--- src/rtl/rv32i_mem_arbiter.sv ---
// rv32i_mem_arbiter: shares one single-port memory between instruction fetch
// and the load/store unit. Only one bus transaction is in flight at a time.
// The LSU has priority, but after MAX_LS_STREAK consecutive LSU wins with
// fetch waiting, fetch is given the next slot so it cannot starve.
// Optional performance counters are enabled by defining RV32_ARB_PERF_EN.
module rv32i_mem_arbiter #(
    parameter int XLEN          = 32,
    parameter int MAX_LS_STREAK = 4
) (
    input  logic            clk_in,
    input  logic            reset_in,
    input  logic            if_valid_in,
    input  logic [XLEN-1:0] if_addr_in,
    output logic            if_ready_o,
    input  logic            if_flush_in,
    output logic            if_rvalid_o,
    output logic [XLEN-1:0] if_rdata_o,
    input  logic            ls_valid_in,
    input  logic            ls_we_in,
    input  logic [3:0]      ls_be_in,
    input  logic [XLEN-1:0] ls_addr_in,
    input  logic [XLEN-1:0] ls_wdata_in,
    output logic            ls_ready_o,
    output logic            ls_rvalid_o,
    output logic [XLEN-1:0] ls_rdata_o,
    output logic            mem_req_o,
    input  logic            mem_gnt_in,
    output logic            mem_we_o,
    output logic [3:0]      mem_be_o,
    output logic [XLEN-1:0] mem_addr_o,
    output logic [XLEN-1:0] mem_wdata_o,
    input  logic            mem_rvalid_in,
    input  logic [XLEN-1:0] mem_rdata_in
`ifdef RV32_ARB_PERF_EN
    ,
    output logic [XLEN-1:0] perf_if_grants_o,
    output logic [XLEN-1:0] perf_ls_grants_o,
    output logic [XLEN-1:0] perf_conflict_o
`endif
);

    typedef enum logic [1:0] {S_IDLE, S_REQ, S_WAIT} state_t;
    typedef enum logic {OWN_IF, OWN_LS} owner_t;

    localparam logic [3:0] STREAK_MAX = 4'(MAX_LS_STREAK);
    localparam logic [3:0] STREAK_SAT = 4'hF;

    state_t          state_q, state_d;
    owner_t          owner_q, owner_d;
    logic            discard_q, discard_d;
    logic [3:0]      streak_q, streak_d;
    logic            req_d, we_d;
    logic [3:0]      be_d;
    logic [XLEN-1:0] addr_d, wdata_d;
    logic [XLEN-1:0] if_rdata_q, ls_rdata_q;

    logic ls_win, if_win;
    logic flush_hit, if_suppress;
    logic gnt_hit, rsp_hit;

    // Arbitration: LSU first unless fetch has waited through a full streak
    always_comb begin
        ls_win = ls_valid_in && !(if_valid_in && (streak_q == STREAK_MAX));
        if_win = if_valid_in && !ls_win;
    end

    // Handshake pulses; a flush kills the fetch pulse in the same cycle
    always_comb begin
        flush_hit   = if_flush_in && (owner_q == OWN_IF) && (state_q != S_IDLE);
        if_suppress = discard_q || flush_hit;
        gnt_hit     = (state_q == S_REQ)  && mem_gnt_in;
        rsp_hit     = (state_q == S_WAIT) && mem_rvalid_in;
        if_ready_o  = gnt_hit && (owner_q == OWN_IF) && !if_suppress;
        ls_ready_o  = gnt_hit && (owner_q == OWN_LS);
        if_rvalid_o = rsp_hit && (owner_q == OWN_IF) && !if_suppress;
        ls_rvalid_o = rsp_hit && (owner_q == OWN_LS);
        if_rdata_o  = if_rvalid_o ? mem_rdata_in : if_rdata_q;
        ls_rdata_o  = ls_rvalid_o ? mem_rdata_in : ls_rdata_q;
    end

    // Next-state and next bus-register values
    always_comb begin
        state_d   = state_q;
        owner_d   = owner_q;
        discard_d = discard_q;
        streak_d  = streak_q;
        req_d     = mem_req_o;
        we_d      = mem_we_o;
        be_d      = mem_be_o;
        addr_d    = mem_addr_o;
        wdata_d   = mem_wdata_o;
        case (state_q)
            S_IDLE: begin
                if (ls_win) begin
                    owner_d = OWN_LS;
                    req_d   = 1'b1;
                    we_d    = ls_we_in;
                    be_d    = ls_be_in;
                    addr_d  = ls_addr_in;
                    wdata_d = ls_wdata_in;
                    state_d = S_REQ;
                    if (if_valid_in && (streak_q != STREAK_SAT))
                        streak_d = streak_q + 4'd1;
                end else if (if_win) begin
                    // Fetch is always a full-word read
                    owner_d  = OWN_IF;
                    req_d    = 1'b1;
                    we_d     = 1'b0;
                    be_d     = 4'hF;
                    addr_d   = if_addr_in;
                    wdata_d  = '0;
                    streak_d = '0;
                    state_d  = S_REQ;
                end
            end
            S_REQ: begin
                if (flush_hit) discard_d = 1'b1;
                if (mem_gnt_in) begin
                    req_d   = 1'b0;
                    state_d = S_WAIT;
                end
            end
            S_WAIT: begin
                if (flush_hit) discard_d = 1'b1;
                if (mem_rvalid_in) begin
                    discard_d = 1'b0;
                    state_d   = S_IDLE;
                end
            end
            default: begin
                state_d = S_IDLE;
                req_d   = 1'b0;
            end
        endcase
    end

    // State, ownership and bus request registers
    always_ff @(posedge clk_in or posedge reset_in) begin
        if (reset_in) begin
            state_q     <= S_IDLE;
            owner_q     <= OWN_IF;
            discard_q   <= 1'b0;
            streak_q    <= '0;
            mem_req_o   <= 1'b0;
            mem_we_o    <= 1'b0;
            mem_be_o    <= '0;
            mem_addr_o  <= '0;
            mem_wdata_o <= '0;
        end else begin
            state_q     <= state_d;
            owner_q     <= owner_d;
            discard_q   <= discard_d;
            streak_q    <= streak_d;
            mem_req_o   <= req_d;
            mem_we_o    <= we_d;
            mem_be_o    <= be_d;
            mem_addr_o  <= addr_d;
            mem_wdata_o <= wdata_d;
        end
    end

    // Each requester's read data holds until its own next response
    always_ff @(posedge clk_in or posedge reset_in) begin
        if (reset_in) begin
            if_rdata_q <= '0;
            ls_rdata_q <= '0;
        end else begin
            if (if_rvalid_o) if_rdata_q <= mem_rdata_in;
            if (ls_rvalid_o) ls_rdata_q <= mem_rdata_in;
        end
    end

`ifdef RV32_ARB_PERF_EN
    // Arbitration statistics, counted at the IDLE decision; wrap on overflow
    always_ff @(posedge clk_in or posedge reset_in) begin
        if (reset_in) begin
            perf_if_grants_o <= '0;
            perf_ls_grants_o <= '0;
            perf_conflict_o  <= '0;
        end else if (state_q == S_IDLE) begin
            if (if_win) perf_if_grants_o <= perf_if_grants_o + XLEN'(1);
            if (ls_win) perf_ls_grants_o <= perf_ls_grants_o + XLEN'(1);
            if (if_valid_in && ls_valid_in) perf_conflict_o <= perf_conflict_o + XLEN'(1);
        end
    end
`endif

endmodule

--- config.mk ---
export PLATFORM = sky130hd
export DESIGN_NAME = rv32i_mem_arbiter
export DESIGN_NICKNAME = d
export VERILOG_FILES = /design/src/rtl/rv32i_mem_arbiter.sv
export SDC_FILE = /design/constraint.sdc
export NUM_CORES = 1
export LEC_CHECK = 0
export BUFFER_PORTS_ARGS = -buffer_cell sky130_fd_sc_hd__buf_2
export CORE_UTILIZATION = 42
export DETAILED_ROUTE_END_ITERATION = 10
export GPL_TIMING_DRIVEN = 0
export HOLD_SLACK_MARGIN = 0.05
export PLACE_DENSITY_LB_ADDON = 0.08
export SETUP_SLACK_MARGIN = 0.3
export SKIP_CTS_REPAIR_TIMING = 1
export SYNTH_ARGS = -nofsm -noshare
export SYNTH_HDL_FRONTEND = slang
export SYNTH_SLANG_ARGS = --single-unit
export TNS_END_PERCENT = 5
--- constraint.sdc ---
create_clock -name clk_in -period 3.91 [get_ports clk_in]
set_input_delay 0.1955 -clock clk_in [delete_from_list [all_inputs] [get_ports clk_in]]
set_output_delay 0.1955 -clock clk_in [all_outputs]
set_load 0.005 [all_outputs]
==> impl_metrics.toml, run 1 <==
[status]
outcome = "finished, final reports clean"

[drt]
wl_per_cell_microns = 16.6
drt-initial-drc-count = 244
wirelength_microns = 17300
drc = 0
drtPass1Iterations = 4
viasPerCell = 5.10
ant_nets = 0
via_count = 5329

[worst_setup_path]
reg2reg_from = "streak_q[0]"
regToRegEndpoint = "mem_addr_o[12]"
crit_required_ns = 3.71
ff2ff_path_depth = 8
cp_max_fo = 10
crit_path_end_kind = "output port"
worst_ep_arrival_time_ns = 2.50
reg2reg_slack_ns = 1.23
cp-start-kind = "register"
crit_type = "register to output port"

[logic_synthesis]
synthAdderAreaFrac_pct = 1.26
synth_top_flop_cell = "dfrtp_1"
ys_seq_area_share_pct = 59.8
synthesis.nets = 616
async_reset_ff_share_pct = 100
synth_area_leaders = "dfrtp_1 (60%), mux2_4 (7.3%), mux2_2 (6.8%), a22o_1 (4.9%), nand2_1 (4.4%)"
syn-instance-count = 470
synth-simple-area-share_pct = 9.66
synth.area.mux_share_pct = 14.1
synth_area_per_cell_sq_um = 12.7
synth-compound-area-share_pct = 11.5
yosys.area_share.xor_xnor_pct = 0
synth_top_family_by_area = "multiplexers"
synth_cell_types = 33
synth_edf_count = 0
synth.largest_area_cell = "dfrtp_1"
yosysWarnings = 0
ys_ff_latch = 142
syn_area_sq_um = 5950
synth.top_cell.area_share_pct = 59.8

[timing]
finClkSkew_ns = 0.00625
maxSlewViolCount = 0
timing.final.crit_share_pct = 68.9
worst_slack_ns = 1.22
tightest_slew_ns = 0.808
hold_viol_final = 0
rsz0062_at_grt = "no"
setup_viol = 0
layout_min_cycle_time_ns = 2.69
setup_tns_ns = 0
fmax_mhz = 371
slew_headroom_pct = 46.0

[floorplan]
die_w_microns = 121
dieArea_sq_um = 14600
ios = 278
start_util_pct = 43.0
design.core.area_sq_um = 13800
rows = 43
dieHeight_microns = 121

[place]
io_buffer_count = 276
dp.cells = 929
dpl_worst_slack_ns = 1.61
dpl.hpwl_microns = 11900
gp_congestion = 0.851

[pwr]
combPwrFrac_pct = 39.1
ir_drop_uv = 354
sw_frac_of_total_pct = 32.8
p_leak_nw = 4.59
power.share.clock_pct = 23.4
p_int_mw = 4.43
p_per_area_nw_per_um2 = 729
p_sw_mw = 2.16
seq_power_share_pct = 37.5

[global_routing]
track_usage_pct = 22.3
met2_usage_pct = 36.3
busiest_layer = "met2"
grtUsageMet3_pct = 6.81
grt_util_met1_pct = 27.8
grt_pass1_vias = 4892
antenna_found_initial = 0
grt_max_degree = 43
overflow = 0
grt_pass1_wl_microns = 25100

[clocking]
htree_levels = 4
clock_latency_ns = 0.42
clockBufferDepth = 2
clk_pin_slew_ns = 0.06
numClockSinks = 142
cts-root-buf = "clkbuf_16"
cts_buffers = 17
cts_tree = "done"

[finish]
regArea_sq_um = 3550
area_delta_synth_final_pct = 51.9
fin_cells = 1044
num-fill-cells = 1095
finalNetCount = 999
multi_input_area_sq_um = 2180
drive_above_1_share_pct = 44.4
final_core_util_pct = 65.3
diodes = 0

[worst_hold_path]
hold_path_end = "mem_addr_o[30]"
min-delay-start = "if_addr_in[30]"
min_path_cells = 3
hp-class = "primary input to register"

[run]
cap_violations = 0
logic make-up after synthesis:
family                   after synthesis
AND/OR/NAND/NOR                      120
multiplexers                          65
flip-flops                           142
adder cells (fa/ha/maj)                6
AO/OA/AOI/OAI                         87
buffers and inverters                 50
cell usage after synthesis, types with 2 or more instances:
master,number
buf_1,2
a22o_1,33
nand3_1,2
o31ai_1,2
o21ai_0,7
o211ai_1,32
buf_2,6
buf_6,3
mux2_4,29
inv_1,12
nor2_1,2
and2_1,4
ha_1,6
a31oi_1,2
a211oi_1,2
mux2_2,36
nand2_1,70
nor2b_1,3
nand4_1,33
clkbuf_1,27
o22a_1,4
dfrtp_1,142
power groups by stage:
stage / combinational, mW / clock [mW] / sequential (mW)
finish: 2.58 / 1.54 / 2.47
global route: 2.84 / 1.63 / 2.55
CTS: 2.52 / 1.57 / 2.47
detailed placement: 2.52 / 0 / 2.47
global placement: 2.45 / 0 / 2.46
floorplan: 1.37 / 0 / 2.47
per-stage QoR:
step | hold WS [ns] | area (sq um) | power [mW]
after global routing | 0.0508 | 9030 | 7.03
after floorplan | 0.293 | 5950 | 3.84
after detailed placement | 0.385 | 7620 | 5.00
final | 0.0404 | 9030 | 6.59
after CTS | -0.0663 | 8180 | 6.56
after global placement | 0.407 | 7560 | 4.91
flip-flops by register name, summed over array words and instances, names as in the netlist:
signal       flops
state_q          2
if_rdata_q      32
mem_addr_o      32
owner_q          1
ls_rdata_q      32
mem_we_o         1
mem_req_o        1
mem_wdata_o     32
discard_q        1
streak_q         4
mem_be_o         4
how the worst max path moves through the flow:
stage	from	depth (start not counted)	to	slack [ns]
after global placement	reset_in	2	mem_be_o[0]	1.06
final	state_q[0]	8	if_rdata_o[15]	1.22
after floorplan	state_q[0]	7	if_rdata_o[10]	1.90
after detailed placement	state_q[0]	6	ls_rdata_o[15]	1.61
after global routing	streak_q[0]	8	mem_addr_o[12]	1.0
after CTS	state_q[0]	6	ls_rdata_o[15]	1.17
critical path, stage by stage (launching register included):
cell and delay, ns:
dfrtp_1 0.41, inv_1 0.09, ha_1 0.25, nand2_1 0.07, or4_1 0.45, buf_2 0.19
buf_6 0.18, mux2_4 0.31, buf_2 0.14
cells in the final DEF (no fill, tap or decap), types with 3 or more instances in the layout:
master         Yosys  final
mux2_4            29     29
and2_1             4      4
o211ai_1          32     32
dlygate4sd3_1      0     85
clkinvlp_4         0      3
clkbuf_16          0     17
nor2b_1            3      3
clkbuf_1          27     27
clkbuf_8           0      4
buf_6              3      3
nand2_1           70     70
buf_2              6    282
inv_1             12     11
buf_12             0      3
mux2_2            36     36
nand4_1           33     33
o22a_1             4      4
o21ai_0            7      7
ha_1               6      6
a22o_1            33     33
clkinv_2           0      3
dfrtp_1          142    142
layout make-up:
cell class | count | share of cell area [%]
repair buffers | 364 | 25.4
plain buffers | 38 | 1.91
clock buffers | 21 | 5.32
flip-flops and latches | 142 | 39.3
clock inverters | 9 | 0.956
inverters | 12 | 0.540
multi-input cells | 278 | 24.1
well taps | 180 | 2.49
routing by layer:
metal,share of wire (%),up-vias
li1,-,2473
met1,41,2610
met2,50,215
met3,7.1,31
met4,1.7,0
met5,0,-
Power figures use the tool's default switching activity.
==> inputs of run 2 (changes only) <==
--- a/config.mk
+++ b/config.mk
@@ -5,8 +5,9 @@
 export SDC_FILE = /design/constraint.sdc
 export NUM_CORES = 1
 export LEC_CHECK = 0
+export ABC_AREA = 1
 export BUFFER_PORTS_ARGS = -buffer_cell sky130_fd_sc_hd__buf_2
-export CORE_UTILIZATION = 42
+export CORE_UTILIZATION = 43
 export DETAILED_ROUTE_END_ITERATION = 10
 export GPL_TIMING_DRIVEN = 0
 export HOLD_SLACK_MARGIN = 0.05
==> constraint.sdc (replaced) <==
create_clock -name clk_in -period 2.39 [get_ports clk_in]
set_input_delay 0.1195 -clock clk_in [delete_from_list [all_inputs] [get_ports clk_in]]
set_output_delay 0.1195 -clock clk_in [all_outputs]
set_load 0.005 [all_outputs]
==> impl_metrics.toml, run 2 <==
[status]
outcome = "finished, final reports clean"

[logic_synthesis]
synth_area_per_cell_sq_um = 8.08
synth.area.mux_share_pct = 0
async_reset_ff_share_pct = 100
synth.largest_area_cell = "dfrtp_1"
synth_cell_types = 21
synth.top_cell.area_share_pct = 55.9
yosysWarnings = 0
synthAdderAreaFrac_pct = 1.18
netlist_top_cells_count = "nand2_1 (373), dfrtp_1 (142), nand3_1 (104), inv_1 (79), nor2_1 (16)"
syn_area_sq_um = 6360
synth-simple-area-share_pct = 32.6
syn-instance-count = 787
synth-compound-area-share_pct = 0.767
yosysMostFrequentCell = "nand2_1"
synth_area_leaders = "dfrtp_1 (56%), nand2_1 (22%), nand3_1 (8.2%), inv_1 (4.7%), buf_6 (2.3%)"
ys_seq_area_share_pct = 55.9
synthesis.nets = 933
synth_top_flop_cell = "dfrtp_1"
yosys.area_share.xor_xnor_pct = 0.138
synth_top_family_by_area = "simple AND/OR/NAND/NOR gates"
ys_ff_latch = 142
synth_edf_count = 0

[clocking]
clock_latency_ns = 0.41
htree_levels = 4
clockBufferDepth = 2
cts_buffers = 17
cts-root-buf = "clkbuf_16"
clk_pin_slew_ns = 0.05
numClockSinks = 142
cts_tree = "done"

[timing]
finClkSkew_ns = 0.0113
rsz0062_at_grt = "yes"
slew_headroom_pct = 65.9
setup_tns_ns = 0
layout_min_cycle_time_ns = 2.09
tightest_slew_ns = 0.511
worst_slack_ns = 0.298
timing.final.crit_share_pct = 87.5
setup_viol = 0
fmax_mhz = 478
maxSlewViolCount = 0
hold_ws_ns = 0.00760
hold_viol_final = 0

[pwr]
ir_drop_uv = 584
power.total_mw = 11.3
p_per_area_nw_per_um2 = 1140
p_leak_nw = 5.80
combPwrFrac_pct = 39.5
seq_power_share_pct = 35.3
p_sw_mw = 3.91
sw_frac_of_total_pct = 34.6
p_int_mw = 7.39
power.share.clock_pct = 25.2

[global_routing]
grt_pass1_vias = 5517
track_usage_pct = 22.3
antenna_found_initial = 1
grt_max_degree = 40
grt_pass1_wl_microns = 26100
overflow = 0

[worst_hold_path]
min_path_cells = 5
hold_path_end = "mem_addr_o[10]"
hp-class = "primary input to register"
min-delay-start = "if_addr_in[10]"

[place]
dpl_worst_slack_ns = 0.482
dpl.hpwl_microns = 12400
dp.cells = 1252
io_buffer_count = 277
gp_congestion = 0.774

[worst_setup_path]
cp_max_fo = 9
ff2ff_path_depth = 11
cp-start-kind = "register"
critPathMaxStageDelay_ns = 0.42
reg2reg_from = "state_q[0]"
reg2reg_slack_ns = 0.76
crit_path_end_kind = "output port"
regToRegEndpoint = "if_rdata_q[16]"
crit_type = "register to output port"
worst_ep_arrival_time_ns = 1.97
worst_path_max_delay_cell = "dfrtp_1"
crit_required_ns = 2.27
cp_cell_sequence = "inv_2 -> ha_4 -> inv_2 -> nand3_1 -> nand2_2 -> inv_4 -> nand2_8 -> clkbuf_16 -> nand2_1 -> nand2_1 -> buf_2"

[finish]
area_delta_synth_final_pct = 56.4
final_common_cell = "nand2_1"
drive_above_1_share_pct = 32.1
final_cell_mix = "nand2_1 (369), buf_2 (287), dfrtp_1 (142), nand3_1 (104), dlygate4sd3_1 (92)"
num-fill-cells = 1160
finalNetCount = 1343
fin_cells = 1396

[floorplan]
rows = 44
dieHeight_microns = 124
dieArea_sq_um = 15300
ios = 278
start_util_pct = 43.9
design.core.area_sq_um = 14500
die_w_microns = 124

[drt]
ant_nets = 0
wirelength_microns = 18700
wl_per_cell_microns = 13.4
via_count = 6405
drtPass1Iterations = 7
drc = 0
drt-initial-drc-count = 319
viasPerCell = 4.59

[run]
cap_violations = 0
[run 2: cell count changes after synthesis, moves of 22 or more]
| cell | change |
|---|---|
| nand3_1 | +102 |
| nand2_1 | +303 |
| mux2_2 | -36 |
| clkbuf_1 | -22 |
| a22o_1 | -33 |
| o211ai_1 | -32 |
| inv_1 | +67 |
| nand4_1 | -31 |
| mux2_4 | -29 |
[run 2: critical path, delay by kind of cell, from the launching register on]
kind          cells  cell delay [ns]
buf+inv           5             0.60
fa+ha+maj         1             0.14
simple gates      5             0.41
flops             1             0.42
[run 2: final cells by class]
class | instances | area [sq um] | share of cell area (%)
well taps | 184 | 230 | 2.31
clock inverters | 9 | 156 | 1.57
plain buffers | 39 | 332 | 3.33
repair buffers | 391 | 2590 | 26.0
flip-flops and latches | 142 | 3550 | 35.7
multi-input cells | 520 | 2270 | 22.8
clock buffers | 23 | 488 | 4.90
inverters | 86 | 329 | 3.31
diodes | 2 | 5.00 | 0.0503
[run 2: cell families after synthesis]
family	Yosys count
and+or+nand+nor	504
buffers and inverters	125
AOI/OAI and AO/OA	9
adders and majority gates	6
DFF	142
xor gates and xnor gates	1
[run 2: layer usage]
layer / GRT usage (%) / part of all wire [%] / vias up
met4: 9.04 / 2.0 / 0
li1: - / - / 3227
met1: 28.5 / 43 / 2934
met2: 35.5 / 49 / 219
met3: 6.59 / 6.3 / 25
met5: 0 / 0 / -
[run 2: power by group through the flow]
stage	logic [mW]	registers [mW]	clock network, mW
after global placement	4.03	3.98	0
after floorplan	2.18	4.02	0
after global routing	5.07	4.12	3.00
after CTS	4.11	3.98	2.90
after detailed placement	4.10	3.99	0
final	4.46	3.99	2.85
[run 2: metrics by stage]
stage	cell area (sq um)	utilization, %
after floorplan	6370	-
after global placement	7980	55.1
after detailed placement	8070	55.7
after CTS	8710	60.2
after global routing	9940	68.7
final	9950	68.7
[run 2: how the worst max path moves through the flow]
stage	start	to	slack [ns]	depth (start not counted)
6_report	state_q[0]	if_rdata_o[9]	0.30	11
4_1_cts	state_q[0]	ls_rdata_o[1]	0.04	9
3_5_place_dp	state_q[0]	ls_rdata_o[25]	0.48	9
5_1_grt	state_q[0]	if_rdata_o[14]	0.18	9
3_3_place_gp	reset_in	ls_rdata_q[8]	-0.48	2
2_1_floorplan	reset_in	discard_q	0.49	1
